File: src/rtl/adc_scan_sequencer.sv
// Multi-channel scan scheduler in front of sar_ctrl: walks the latched channel mask, powers the
// ADC, waits for mux settling, issues soc, averages 2^avg_log2 conversions per channel and hands
// each averaged result downstream over a valid/ready port.
module adc_scan_sequencer #(
    parameter int unsigned SIZE    = 12,
    parameter int unsigned NCH     = 8,
    parameter int unsigned CHW     = 3,
    parameter int unsigned WARMUP  = 16,
    parameter int unsigned TIMEOUT = 255
) (
    input  logic            clk,
    input  logic            rst_n,
    input  logic            start,
    input  logic            stop,
    input  logic            continuous,
    input  logic [NCH-1:0]  ch_mask,
    input  logic [3:0]      settle,
    input  logic [1:0]      avg_log2,
    output logic            adc_en,
    output logic            soc,
    input  logic            eoc,
    input  logic [SIZE-1:0] adc_data,
    output logic [CHW-1:0]  mux_sel,
    output logic            busy,
    output logic            res_valid,
    input  logic            res_ready,
    output logic [SIZE-1:0] res_data,
    output logic [CHW-1:0]  res_ch,
    output logic            err_timeout
);

    localparam int unsigned ACCW = SIZE + 3;
    localparam int unsigned TMAX = (WARMUP > TIMEOUT) ? WARMUP : TIMEOUT;
    localparam int unsigned TW   = $clog2(TMAX + 1);

    typedef enum logic [2:0] {
        StIdle, StWarm, StSelect, StSettle, StSoc, StConv, StOut
    } state_e;

    state_e          state_q, state_d;
    logic [NCH-1:0]  mask_q, mask_d;
    logic [1:0]      avg_q, avg_d;
    logic            first_q, first_d;      // pointer is "-1": search starts at index 0
    logic [TW-1:0]   tmr_q, tmr_d;          // warm-up, settle and watchdog timer
    logic [3:0]      cnt_q, cnt_d;          // samples collected on the current channel
    logic [ACCW-1:0] acc_q, acc_d;
    logic            adc_en_q, adc_en_d;
    logic            soc_q, soc_d;
    logic [CHW-1:0]  mux_sel_q, mux_sel_d;
    logic            busy_q, busy_d;
    logic            res_valid_q, res_valid_d;
    logic [SIZE-1:0] res_data_q, res_data_d;
    logic [CHW-1:0]  res_ch_q, res_ch_d;
    logic            err_q, err_d;

    logic            found;
    logic [CHW-1:0]  found_idx, low_idx;
    logic [TW:0]     tmr_inc;

    // Next enabled channel above the current pointer, plus the lowest enabled one for wrapping.
    always_comb begin
        found     = 1'b0;
        found_idx = '0;
        low_idx   = '0;
        for (int i = int'(NCH) - 1; i >= 0; i--) begin
            if (mask_q[i]) begin
                low_idx = CHW'(i);
                if (first_q || (i > int'(mux_sel_q))) begin
                    found     = 1'b1;
                    found_idx = CHW'(i);
                end
            end
        end
    end

    // Scan FSM next-state and registered-output logic.
    always_comb begin
        state_d     = state_q;
        mask_d      = mask_q;
        avg_d       = avg_q;
        first_d     = first_q;
        tmr_d       = tmr_q;
        cnt_d       = cnt_q;
        acc_d       = acc_q;
        adc_en_d    = adc_en_q;
        mux_sel_d   = mux_sel_q;
        res_valid_d = res_valid_q;
        res_data_d  = res_data_q;
        res_ch_d    = res_ch_q;
        err_d       = 1'b0;
        tmr_inc     = {1'b0, tmr_q} + (TW + 1)'(1);

        if (res_valid_q && res_ready) begin
            res_valid_d = 1'b0;
        end

        if (stop && (state_q != StIdle)) begin
            // Abort wins over everything; a pending result stays until accepted.
            state_d  = StIdle;
            adc_en_d = 1'b0;
            acc_d    = '0;
            cnt_d    = '0;
        end else begin
            unique case (state_q)
                StIdle: begin
                    if (start && (ch_mask != '0)) begin
                        mask_d   = ch_mask;
                        avg_d    = avg_log2;
                        adc_en_d = 1'b1;
                        tmr_d    = '0;
                        state_d  = StWarm;
                    end
                end
                StWarm: begin
                    if (tmr_q == TW'(WARMUP - 1)) begin
                        first_d = 1'b1;
                        tmr_d   = '0;
                        state_d = StSelect;
                    end else begin
                        tmr_d = tmr_q + TW'(1);
                    end
                end
                StSelect: begin
                    if (found || continuous) begin
                        mux_sel_d = found ? found_idx : low_idx;
                        first_d   = 1'b0;
                        acc_d     = '0;
                        cnt_d     = '0;
                        tmr_d     = '0;
                        state_d   = (settle == 4'd0) ? StSoc : StSettle;
                    end else begin
                        adc_en_d = 1'b0;
                        state_d  = StIdle;
                    end
                end
                StSettle: begin
                    // settle is read live; >= tolerates it shrinking mid-count
                    if (tmr_inc >= (TW + 1)'(settle)) begin
                        state_d = StSoc;
                    end else begin
                        tmr_d = tmr_q + TW'(1);
                    end
                end
                StSoc: begin
                    tmr_d   = TW'(1);
                    state_d = StConv;
                end
                StConv: begin
                    if (eoc) begin
                        acc_d = acc_q + ACCW'(adc_data);
                        cnt_d = cnt_q + 4'd1;
                        tmr_d = '0;
                        if ((cnt_q + 4'd1) == (4'd1 << avg_q)) begin
                            state_d = StOut;
                        end else begin
                            state_d = (settle == 4'd0) ? StSoc : StSettle;
                        end
                    end else if (tmr_q == TW'(TIMEOUT - 1)) begin
                        err_d    = 1'b1;
                        adc_en_d = 1'b0;
                        state_d  = StIdle;
                    end else begin
                        tmr_d = tmr_q + TW'(1);
                    end
                end
                StOut: begin
                    // Load when the slot is empty or is being emptied this cycle.
                    if (!res_valid_q || res_ready) begin
                        res_data_d  = SIZE'(acc_q >> avg_q);
                        res_ch_d    = mux_sel_q;
                        res_valid_d = 1'b1;
                        state_d     = StSelect;
                    end
                end
                default: state_d = StIdle;
            endcase
        end

        soc_d  = (state_d == StSoc);
        busy_d = (state_d != StIdle);
    end

    // State and output registers.
    always_ff @(posedge clk or negedge rst_n) begin
        if (!rst_n) begin
            state_q     <= StIdle;
            mask_q      <= '0;
            avg_q       <= '0;
            first_q     <= 1'b0;
            tmr_q       <= '0;
            cnt_q       <= '0;
            acc_q       <= '0;
            adc_en_q    <= 1'b0;
            soc_q       <= 1'b0;
            mux_sel_q   <= '0;
            busy_q      <= 1'b0;
            res_valid_q <= 1'b0;
            res_data_q  <= '0;
            res_ch_q    <= '0;
            err_q       <= 1'b0;
        end else begin
            state_q     <= state_d;
            mask_q      <= mask_d;
            avg_q       <= avg_d;
            first_q     <= first_d;
            tmr_q       <= tmr_d;
            cnt_q       <= cnt_d;
            acc_q       <= acc_d;
            adc_en_q    <= adc_en_d;
            soc_q       <= soc_d;
            mux_sel_q   <= mux_sel_d;
            busy_q      <= busy_d;
            res_valid_q <= res_valid_d;
            res_data_q  <= res_data_d;
            res_ch_q    <= res_ch_d;
            err_q       <= err_d;
        end
    end

    assign adc_en      = adc_en_q;
    assign soc         = soc_q;
    assign mux_sel     = mux_sel_q;
    assign busy        = busy_q;
    assign res_valid   = res_valid_q;
    assign res_data    = res_data_q;
    assign res_ch      = res_ch_q;
    assign err_timeout = err_q;

endmodule

File: config.mk
export PLATFORM = sky130hd
export DESIGN_NAME = adc_scan_sequencer
export DESIGN_NICKNAME = d
export VERILOG_FILES = /design/src/rtl/adc_scan_sequencer.sv
export SDC_FILE = /design/constraint.sdc
export NUM_CORES = 1
export LEC_CHECK = 0
export CORE_MARGIN = 2
export CORE_UTILIZATION = 51
export DETAILED_ROUTE_END_ITERATION = 10
export GPL_ROUTABILITY_DRIVEN = 0
export PLACE_DENSITY = 0.77
export SLEW_MARGIN = 25
export SYNTH_ARGS = -nofsm -noshare
export SYNTH_HDL_FRONTEND = slang
export SYNTH_SLANG_ARGS = --single-unit
File: constraint.sdc
create_clock -name clk -period 2.85 [get_ports clk]
set_clock_uncertainty 0.2 [all_clocks]
set_input_delay 0.285 -clock clk [delete_from_list [all_inputs] [get_ports clk]]
set_output_delay 0.285 -clock clk [all_outputs]
set_load 0.05 [all_outputs]
# Yosys cells after proc, flatten, opt, wreduce, memory -nomap -nowiden

Cells that the tools add are included.
Widths: inputs -> output; s select.

Register bits: 64
RAM bits: 0
Bits of input ports: 33
Memories kept: 0
Output and inout port bits: 23
Logic and storage cells: 164
Bits in read-only memories: 0
Bits in latches: 0

Shift operators: 2
Mux-type cells: 84
Bitwise gates (word level): 1
$add $sub $neg: 4
Reductions and logical operators: 29
Equal/unequal tests: 21
Magnitude comparators: 8
$mul: 0
Div/mod/pow operators: 0

Operator list:

| cell                | number |
|---|---|
| $mux 3              | 35 |
| $mux 8              | 6 |
| $pmux 8 s6          | 1 |
| $mux 15             | 3 |
| $mux 1              | 31 |
| $pmux 15 s2         | 1 |
| $ne 3x3->1 const B  | 7 |
| $pmux 3 s7          | 1 |
| $add 15x12->15      | 1 |
| $shr 15x2->12       | 1 |
| $eq 3x3->1 const B  | 4 |
| $gt 3x3->1 const A  | 4 |
| $mux 4              | 3 |
| $reduce_and 3->1    | 4 |
| $add 8x1->9 const B | 1 |
| $ge 9x4->1          | 1 |
| $logic_or 1x1->1    | 9 |
| $reduce_bool 3->1   | 3 |
| $add 8x1->8 const B | 1 |
| $eq 8x4->1 const B  | 1 |
| $eq 8x8->1 const B  | 1 |
| $ne 2x2->1 const B  | 4 |
| $pmux 4 s2          | 1 |
| $reduce_bool 8->1   | 1 |
| 20 further kinds    | 24 |

# Longest topological paths before layout

Gate-level depths: netlist of run 1.

Depth in word-level cells: 23
Gate-level depth with buffers: 11
Depth with buffers taken out: 10

# Least setup slack after synthesis of run 1

OpenSTA, ideal clock, no wires.

Kind: register -> register
Start point: register tmr_q[0]
End point: register tmr_q[1]
Arrival time: 2.388 ns
Library setup time: 0.092 ns
Stages on the path, launching flop included: 11
Data required time: 2.558 ns
Setup slack: 0.170 ns
Path buffers: 1
Period minus slack after synthesis: 2.680 ns
Path through: dfrtp_1 -> inv_1 -> ha_1 -> inv_1 -> ha_1 -> a211oi_1 -> o211ai_1 -> o41ai_4 -> o2111ai_4 -> buf_6 -> o31ai_2

Longest elaborated chain between the ends: 4
Elaborated cells on any way between the ends: 13
Those cells by class: add/sub: 2; order compare: 1; eq/ne: 4; mux: 5; reduce/logical: 1

RTL lines:

| item                                                                   | RTL line | text |
|---|---|---|
| start: declaration                                                     | 44       | `logic [TW-1:0] tmr_q, tmr_d;` |
| start signal: assignment                                               | 206      | `tmr_q <= tmr_d;` |
| $add 8x1->9 / $add 8x1->8 (equally long branches)                      | n/a      |  |
| $ge 9x4->1 / $mux 8 (equally long branches)                            | 138, 158 |  |
| $ne 2x2->1 (no source line) / $mux 8 (equally long branches)           | n/a      |  |
| $reduce_and 6->1 (no source line) / $pmux 8 s6 (equally long branches) | n/a      |  |

Parallel ways exist; a longest one is shown, timed or not. The select of a mux whose other input is x is not followed.
A chain may end at the register's enable or synchronous reset.

# Final worst setup path of run 1

Start point: register tmr_q[1]
End point: register tmr_q[1]

Same word-level chain as after synthesis.

==> impl_metrics.env, run 1 <==
export IMPL_status="completed"
export IMPL_critical_path_class="reg -> reg"
export IMPL_p_total_uw=3480
export IMPL_wirelength_um=10400
export IMPL_setup_tns_ps=0
export IMPL_pin_count=56
export IMPL_grt_pass1_vias=3855
export IMPL_yosysWarnings=0
export IMPL_worstSkewPairLatency_ps=350
export IMPL_netlist_area_um2=4400
export IMPL_post_dp_hpwl_um=7730
export IMPL_fin_area_um2=5410
export IMPL_power_density_nw_per_um2=643
export IMPL_synthCells=479
export IMPL_cp_end_kind="flip-flop"
export IMPL_maxCapViolCount=0
export IMPL_crit_fanout=8
export IMPL_overflow=0
export IMPL_vias=3933
export IMPL_firstDrtPassIters=5
export IMPL_worst_hold_slack_ps=264
export IMPL_synthToLayoutAreaGrowth_pct=22.9
export IMPL_detail_route_antenna_nets=0
export IMPL_rsz0062_at_grt="true"
export IMPL_timing_max_transition_violations_final=0
export IMPL_leakage_uw=0.00240
export IMPL_row_count=33
export IMPL_period_share=0.978
export IMPL_cts_root_buf="clkbuf_8"
export IMPL_clk_pin_slew_ps=70
export IMPL_wl_per_cell_um=15.9
export IMPL_synthArstFlopShare=1.00
export IMPL_dieArea_um2=9390
export IMPL_hold_class="in -> async"
export IMPL_fp_dieW_um=96.9
export IMPL_finalHoldViolations=0
export IMPL_grt_max_degree=28
export IMPL_final_cell_mix="dfrtp_1 (62), clkdlybuf4s50_1 (54), nand2_1 (47), o21ai_0 (39), nor2_1 (39)"
export IMPL_crit_required_ps=2900
export IMPL_num_fill_cells=668
export IMPL_relSlewSlack=0.601
export IMPL_synth_seq_cells=64
export IMPL_peakVddDrop_mv=0.271
export IMPL_via_per_inst=6.00
export IMPL_ys_flop_type="dfrtp_1"
export IMPL_synth_area_per_cell_um2=9.19
export IMPL_drc=0
export IMPL_clock_sinks=64
export IMPL_fin_crit_ps=2790
export IMPL_synth_edff_count=0
export IMPL_setup_violations=0
export IMPL_synth_nets=532
export IMPL_grt_pass1_wl_um=17600
export IMPL_antenna_found_initial=0
export IMPL_design_core_area_um2=8300
export IMPL_cts_tree="done"
export IMPL_cts_buffer_depth=2
export IMPL_synth_seq_area_share=0.364
export IMPL_antenna_cells=0
export IMPL_initial_core_util=0.530
export IMPL_die_height_um=96.9
export IMPL_placed_area_um2=5130
export IMPL_worstPathArrival_ps=2840
export IMPL_cts_htree_levels=3
export IMPL_fin_nets=600
export IMPL_grt_util_all_layers=0.226
export IMPL_start_kind="flip-flop"
export IMPL_synth_area_leader_cell="dfrtp_1"
export IMPL_drive_gt1_frac=0.184
export IMPL_yosysTopAreaCellShare=0.364
export IMPL_final_util=0.652
export IMPL_port_buffers=55
export IMPL_worst_slew_pin_slew_ps=596
export IMPL_ys_top_cells_by_area="dfrtp_1 (36%), ha_1 (5.4%), mux2_2 (5.4%), o21ai_0 (4.4%), nand2_1 (4.1%)"
export IMPL_synth_cell_types=71
export IMPL_drt_iter0_markers=161
export IMPL_cts_inserted_buffers=9
export IMPL_max_freq_ghz=0.359
export IMPL_final_common_cell="dfrtp_1"
## state kept, by name, summed over array words and instances, names as in the netlist, 2 cells and up
name,count
res_data,12
cnt_q,4
avg_q,2
acc_q,15
mask_q,8
mux_sel,3
res_ch,3
tmr_q,8
state_q,3
## per-layer routing
metal | up-vias | track usage | routed length [µm]
met5 | - | 0 | 0
met4 | 0 | 0.0910 | 202
met3 | 20 | 0.0347 | 519
met2 | 127 | 0.387 | 5190
met1 | 1908 | 0.288 | 4520
li1 | 1878 | - | -
## through the flow
stage / cells / setup WS (ps)
after floorplan: 479 / 170
after global placement: 638 / -23.8
after detailed placement: 638 / -95.6
after CTS: 654 / 13.5
after global routing: 655 / -58.9
final: 655 / 63.9
## final timing paths
| kind | end | depth (start not counted) | slack (ps) | from |
|---|---|---|---|---|
| min in group clk | res_data[8]$_DFFE_PN0P_ | 2 | 280 | res_data[8]$_DFFE_PN0P_ |
| max reg2reg | tmr_q[1]$_DFFE_PN0P_ | 9 | 60 | tmr_q[1]$_DFFE_PN0P_ |
| min | res_ch[0]$_DFFE_PN0P_ | 2 | 260 | rst_n |
| max | tmr_q[1]$_DFFE_PN0P_ | 9 | 60 | tmr_q[1]$_DFFE_PN0P_ |
| max in group asynchronous | acc_q[6]$_DFFE_PN0P_ | 3 | 1470 | rst_n |
| min reg2reg | res_data[8]$_DFFE_PN0P_ | 2 | 280 | res_data[8]$_DFFE_PN0P_ |
## power by group
group / internal (µW) / switching, µW / total (µW)
Sequential: 1050 / 198 / 1250
Clock: 328 / 343 / 671
Combinational: 693 / 868 / 1560
Total: 2070 / 1410 / 3480
## critical path, stage by stage (launching register included)
cell and delay [ps]:
dfrtp_2 460, ha_4 180, xor2_2 150, ha_1 270, o21ai_0 150, o211ai_1 180, o41ai_4 460, o2111ai_4 230
buf_6 200, o31ai_4 210
## cells by family (layout without fill, tap and decap cells)
kind of cell	Yosys count	after routing	share of synthesized area
compound gates	133	133	0.206
mux	34	34	0.0975
simple gates	170	170	0.198
fa+ha+maj	20	20	0.0586
xor+xnor	14	14	0.0296
buf+inv	44	115	0.0469
flops	64	64	0.364
## synth_stat cells, types with 6 or more instances
cell / count
dfrtp_1: 64
nand2_1: 48
nor2_1: 39
o21ai_0: 39
a21oi_1: 22
mux2_2: 21
ha_1: 19
inv_1: 19
clkbuf_1: 12
nand2b_1: 12
nor2b_1: 10
nand3_1: 9
nor3_1: 9
a21o_1: 8
a31oi_1: 8
mux2i_1: 8
nand4_1: 8
o21ai_1: 7
xor2_1: 7
a211oi_1: 6
xnor2_1: 6
## cell type report
class	count	area (µm²)	share of cell area
repair buffers	81	763	0.141
well taps	105	131	0.0243
inverters	20	75.1	0.0139
flip-flops and latches	64	1600	0.297
clock buffers	11	141	0.0261
multi-input cells	371	2670	0.494
clock inverters	3	20.0	0.00370
## timing repair
| action | 4_1_cts | 5_1_grt |
|---|---|---|
| resized for setup | 0 | 17 |
| hold buffers | 1 | 0 |
| endpoints found under the hold margin | 25 | 0 |
| pin swaps | 2 | 6 |
| buffers inserted | 1 | 1 |
| endpoints found under the setup margin | 3 | 12 |
Note: power is estimated with default switching activity, not from simulation.
==> inputs of run 2 (changes only) <==
- RECOVER_POWER: unset -> 50
==> impl_metrics.env, run 2 (synthesis gave the netlist of run 1 again) <==
export IMPL_rr_worst_depth=9
export IMPL_grt_max_degree=28
export IMPL_fp_dieW_um=96.9
export IMPL_maxCapViolCount=0
export IMPL_finalHoldViolations=0
export IMPL_clock_sinks=64
export IMPL_drive_gt1_frac=0.182
export IMPL_p_total_uw=3480
export IMPL_fin_nets=600
export IMPL_initial_core_util=0.530
export IMPL_peakVddDrop_mv=0.270
export IMPL_dieArea_um2=9390
export IMPL_row_count=33
export IMPL_port_buffers=55
export IMPL_antenna_found_initial=0
export IMPL_r2r_slack_ps=60
export IMPL_final_util=0.651
export IMPL_synthToLayoutAreaGrowth_pct=22.7
export IMPL_internal_power_uw=2060
export IMPL_leakage_uw=0.00241
export IMPL_rr_startpoint="tmr_q[1]$_DFFE_PN0P_"
export IMPL_worstSkewPairLatency_ps=350
export IMPL_wl_per_cell_um=15.9
export IMPL_cts_htree_levels=3
export IMPL_wl_met3_um=517
export IMPL_cts_inserted_buffers=9
export IMPL_startpoint="tmr_q[1]$_DFFE_PN0P_"
export IMPL_wl_met2_um=5190
export IMPL_fin_crit_ps=2790
export IMPL_die_height_um=96.9
export IMPL_overflow=0
export IMPL_final_common_cell="dfrtp_1"
export IMPL_detail_route_antenna_nets=0
export IMPL_regMostFlops="acc_q"
export IMPL_largest_reg_flops=15
export IMPL_drt_iter0_markers=163
export IMPL_hold_class="reg -> reg"
export IMPL_pwr_share_clk=0.194
export IMPL_swShare=0.406
export IMPL_wirelength_um=10400
export IMPL_cts_buffer_depth=2
export IMPL_worstHoldStart="res_data[8]$_DFFE_PN0P_"
export IMPL_firstDrtPassIters=5
export IMPL_design_core_area_um2=8300
export IMPL_cts_tree="done"
export IMPL_cts_root_buf="clkbuf_8"
export IMPL_antenna_cells=0
export IMPL_grt_util_all_layers=0.226
export IMPL_max_freq_ghz=0.358
export IMPL_worst_slew_pin_slew_ps=1380
export IMPL_worstPathArrival_ps=2840
export IMPL_comb_power_share=0.448
export IMPL_clk_pin_slew_ps=70
export IMPL_power_switching_uw=1410
export IMPL_rsz0062_at_grt="true"
export IMPL_pin_count=56
export IMPL_p_seq_frac=0.359
export IMPL_final_cell_mix="dfrtp_1 (62), nand2_1 (47), clkdlybuf4s50_1 (47), o21ai_0 (39), nor2_1 (39)"
export IMPL_critical_path_class="reg -> reg"
export IMPL_crit_required_ps=2900
export IMPL_wl_met1_um=4490
export IMPL_cp_end_kind="flip-flop"
export IMPL_vias=3944
export IMPL_dp_cells=638
export IMPL_status="completed"
export IMPL_timing_max_transition_violations_final=0
export IMPL_start_kind="flip-flop"
export IMPL_grt_pass1_wl_um=17600
export IMPL_worst_hold_slack_ps=276
export IMPL_power_density_nw_per_um2=643
export IMPL_post_dp_hpwl_um=7730
export IMPL_crit_fanout=8
export IMPL_via_per_inst=6.02
export IMPL_num_fill_cells=671
export IMPL_final_cells=655
export IMPL_grt_pass1_vias=3855
export IMPL_drc=0
export IMPL_setup_violations=0
export IMPL_relSlewSlack=0.0778
export IMPL_worstHoldPathCells=2
export IMPL_top_layer_used="met4"
export IMPL_period_share=0.979
## run 2: cell type report
type                    count  area, µm²  area share
multi-input cells         371       2670       0.495
clock inverters             3       20.0     0.00371
repair buffers             81        757       0.140
flip-flops and latches     64       1600       0.297
clock buffers              11        141      0.0262
well taps                 105        131      0.0243
inverters                  20       75.1      0.0139
## run 2: path summary, 6_finish.rpt
| check | endpoint |
|---|---|
| max | tmr_q[1]$_DFFE_PN0P_ |
| min | res_data[8]$_DFFE_PN0P_ |
| max reg2reg | tmr_q[1]$_DFFE_PN0P_ |
| min reg2reg | res_data[8]$_DFFE_PN0P_ |
| max in group asynchronous | acc_q[6]$_DFFE_PN0P_ |
| min in group asynchronous | res_ch[0]$_DFFE_PN0P_ |
## run 2: power by group through the flow
stage                     registers, µW  logic [µW]  clock network [µW]
after floorplan                    1290         961                   0
after global placement             1240        1390                   0
after detailed placement           1240        1430                   0
after CTS                          1230        1450                 678
after global routing               1270        1710                 725
final                              1250        1560                 673
## run 2: stage by stage
step                      setup WS [ps]  cell area [µm²]  TNS, ps
after floorplan                     170             4400        0
after global placement            -23.8             5130    -41.6
after detailed placement          -95.6             5130     -272
after CTS                          13.5             5310        0
after global routing              -58.9             5400     -217
final                              59.9             5400        0
## run 2: worst max-delay path, stage by stage, from the launching register on
cell	delay [ps]
dfrtp_2	460
ha_4	180
xor2_2	150
ha_1	270
o21ai_0	150
o211ai_1	180
o41ai_4	460
o2111ai_4	240
buf_6	200
o31ai_4	210
## run 2: what timing repair did
item / 4_1_cts / 5_1_grt
hold endpoints to repair: 25 / 0
setup buffers: 1 / 1
hold buffers: 1 / 0
resized for setup: 0 / 17
setup endpoints to repair: 3 / 12
pin swaps: 2 / 6
## run 2: layer usage
layer	up-vias	global-route usage
met5	-	0
met3	20	0.0347
met2	130	0.387
met1	1914	0.288
met4	0	0.0910
li1	1880	-
==> inputs of run 3 (changes only) <==
- CELL_PAD_IN_SITES_DETAIL_PLACEMENT: unset -> 2
- CELL_PAD_IN_SITES_GLOBAL_PLACEMENT: unset -> 2
- CORE_UTILIZATION: 51 -> 31
- GPL_ROUTABILITY_DRIVEN: 0 -> unset
- PLACE_DENSITY: 0.77 -> unset
- PLACE_DENSITY_LB_ADDON: unset -> 0.1
==> impl_metrics.env, run 3 (synthesis gave the netlist of run 1 again) <==
export IMPL_timing_max_transition_violations_final=65
export IMPL_cts_root_buf="clkbuf_16"
export IMPL_gp_congestion=0.819
export IMPL_multiInputGateArea_um2=2690
export IMPL_dp_cells=724
export IMPL_swShare=0.388
export IMPL_final_cell_mix="dfrtp_1 (62), clkdlybuf4s50_1 (51), nand2_1 (47), nor2_1 (39), buf_4 (38)"
export IMPL_pwr_share_clk=0.283
export IMPL_leakage_uw=0.00255
export IMPL_comb_power_share=0.407
export IMPL_seq_area_um2=1600
export IMPL_vias=4023
export IMPL_rsz0062_at_grt="true"
export IMPL_antenna_found_initial=0
export IMPL_initial_core_util=0.317
export IMPL_regMostFlops="acc_q"
export IMPL_max_freq_ghz=0.349
export IMPL_grt_pass1_vias=4393
export IMPL_synthToLayoutAreaGrowth_pct=30.8
export IMPL_grt_max_degree=65
export IMPL_cts_buffer_depth=2
export IMPL_die_height_um=123
export IMPL_p_seq_frac=0.310
export IMPL_firstDrtPassIters=4
export IMPL_final_common_cell="dfrtp_1"
export IMPL_maxCapViolCount=1
export IMPL_final_cells=747
export IMPL_grt_util_all_layers=0.200
export IMPL_drive_gt1_frac=0.219
export IMPL_grt_pass1_wl_um=23200
export IMPL_antenna_cells=0
export IMPL_detail_route_antenna_nets=0
export IMPL_hold_class="reg -> reg"
export IMPL_post_dp_hpwl_um=10400
export IMPL_period_share=1.00
export IMPL_fin_area_um2=5760
export IMPL_start_kind="flip-flop"
export IMPL_design_core_area_um2=13900
export IMPL_relSlewSlack=-0.165
export IMPL_p_total_uw=4090
export IMPL_drt_iter0_markers=149
export IMPL_overflow=0
export IMPL_clk_pin_slew_ps=60
export IMPL_status="complete, but fails checks"
export IMPL_wl_per_cell_um=18.8
export IMPL_num_fill_cells=1517
export IMPL_crit_fanout=8
export IMPL_cts_inserted_buffers=9
export IMPL_via_per_inst=5.39
export IMPL_worstPathArrival_ps=2910
export IMPL_violations="capacitance limit, slew limit, setup timing"
export IMPL_pin_count=56
export IMPL_dieArea_um2=15200
export IMPL_peakVddDrop_mv=0.276
export IMPL_row_count=43
export IMPL_placed_area_um2=5300
export IMPL_crit_required_ps=2900
export IMPL_critical_path_class="reg -> reg"
export IMPL_internal_power_uw=2500
export IMPL_cp_end_kind="flip-flop"
export IMPL_setup_violations=1
export IMPL_fp_dieW_um=123
export IMPL_setup_ws_ps=-13.9
export IMPL_worstSkewPairLatency_ps=340
export IMPL_power_switching_uw=1580
export IMPL_wirelength_um=14000
export IMPL_fin_nets=615
export IMPL_largest_reg_flops=15
export IMPL_drc=0
export IMPL_final_util=0.415
export IMPL_fin_crit_ps=2860
export IMPL_cts_tree="done"
export IMPL_power_density_nw_per_um2=710
export IMPL_port_buffers=55
export IMPL_cts_htree_levels=3
export IMPL_finalHoldViolations=0
export IMPL_worst_slew_pin_slew_ps=1750
export IMPL_clock_sinks=64
run 3: timing repair:
item / CTS / global route
gates resized for setup: 2 / 22
pin swaps: 3 / 6
endpoints found under the setup margin: 8 / 15
endpoints found under the hold margin: 30 / 0
hold buffers: 1 / 0
buffers inserted: 2 / 4
run 3: worst max-delay path: stages (launching register included):
cell       delay (ps)
dfrtp_2           440
ha_2              220
xor2_2            150
ha_2              200
a211oi_2          210
o211ai_1          190
o41ai_4           470
o2111ai_4         260
buf_6             210
o31ai_4           210
run 3: area by class of cell:
cell class	count	share of cell area
clock inverters	5	0.00956
inverters	20	0.0130
multi-input cells	371	0.467
clock buffers	11	0.0439
flip-flops and latches	64	0.279
well taps	180	0.0391
repair buffers	96	0.149
run 3: routing by layer:
metal / GRT usage / vias up / wire, µm
met5: 0 / - / 0
met3: 0.0346 / 12 / 342
met1: 0.241 / 2060 / 6210
li1: - / 1906 / -
met2: 0.362 / 45 / 7280
met4: 0.0575 / 0 / 184
run 3: power groups by stage:
stage / sequential [µW] / clock, µW / combinational, µW
floorplan: 1290 / 0 / 961
global placement: 1260 / 0 / 1480
detailed placement: 1280 / 0 / 1540
CTS: 1260 / 1200 / 1580
global route: 1290 / 1230 / 1840
finish: 1270 / 1160 / 1660
run 3: path summary, 6_finish.rpt:
kind | slack [ps] | cells after the start | end | startpoint
setup / recovery | -10 | 9 | tmr_q[1]$_DFFE_PN0P_ | tmr_q[0]$_DFFE_PN0P_
setup reg to reg | -10 | 9 | tmr_q[1]$_DFFE_PN0P_ | tmr_q[0]$_DFFE_PN0P_
min in group asynchronous | 830 | 3 | mask_q[7]$_DFFE_PN0P_ | rst_n
hold reg to reg | 300 | 2 | res_data[9]$_DFFE_PN0P_ | res_data[9]$_DFFE_PN0P_
hold / removal | 300 | 2 | res_data[9]$_DFFE_PN0P_ | res_data[9]$_DFFE_PN0P_
max in group asynchronous | 470 | 3 | tmr_q[0]$_DFFE_PN0P_ | rst_n
run 3: stage by stage:
| step | hold WS [ps] | TNS, ps | worst slack (ps) |
|---|---|---|---|
| floorplan | -211 | 0 | 170 |
| global placement | 268 | -789 | -189 |
| detailed placement | 291 | -1790 | -248 |
| CTS | 306 | 0 | 18.4 |
| global route | 318 | -1350 | -170 |
| finish | 297 | -13.9 | -13.9 |
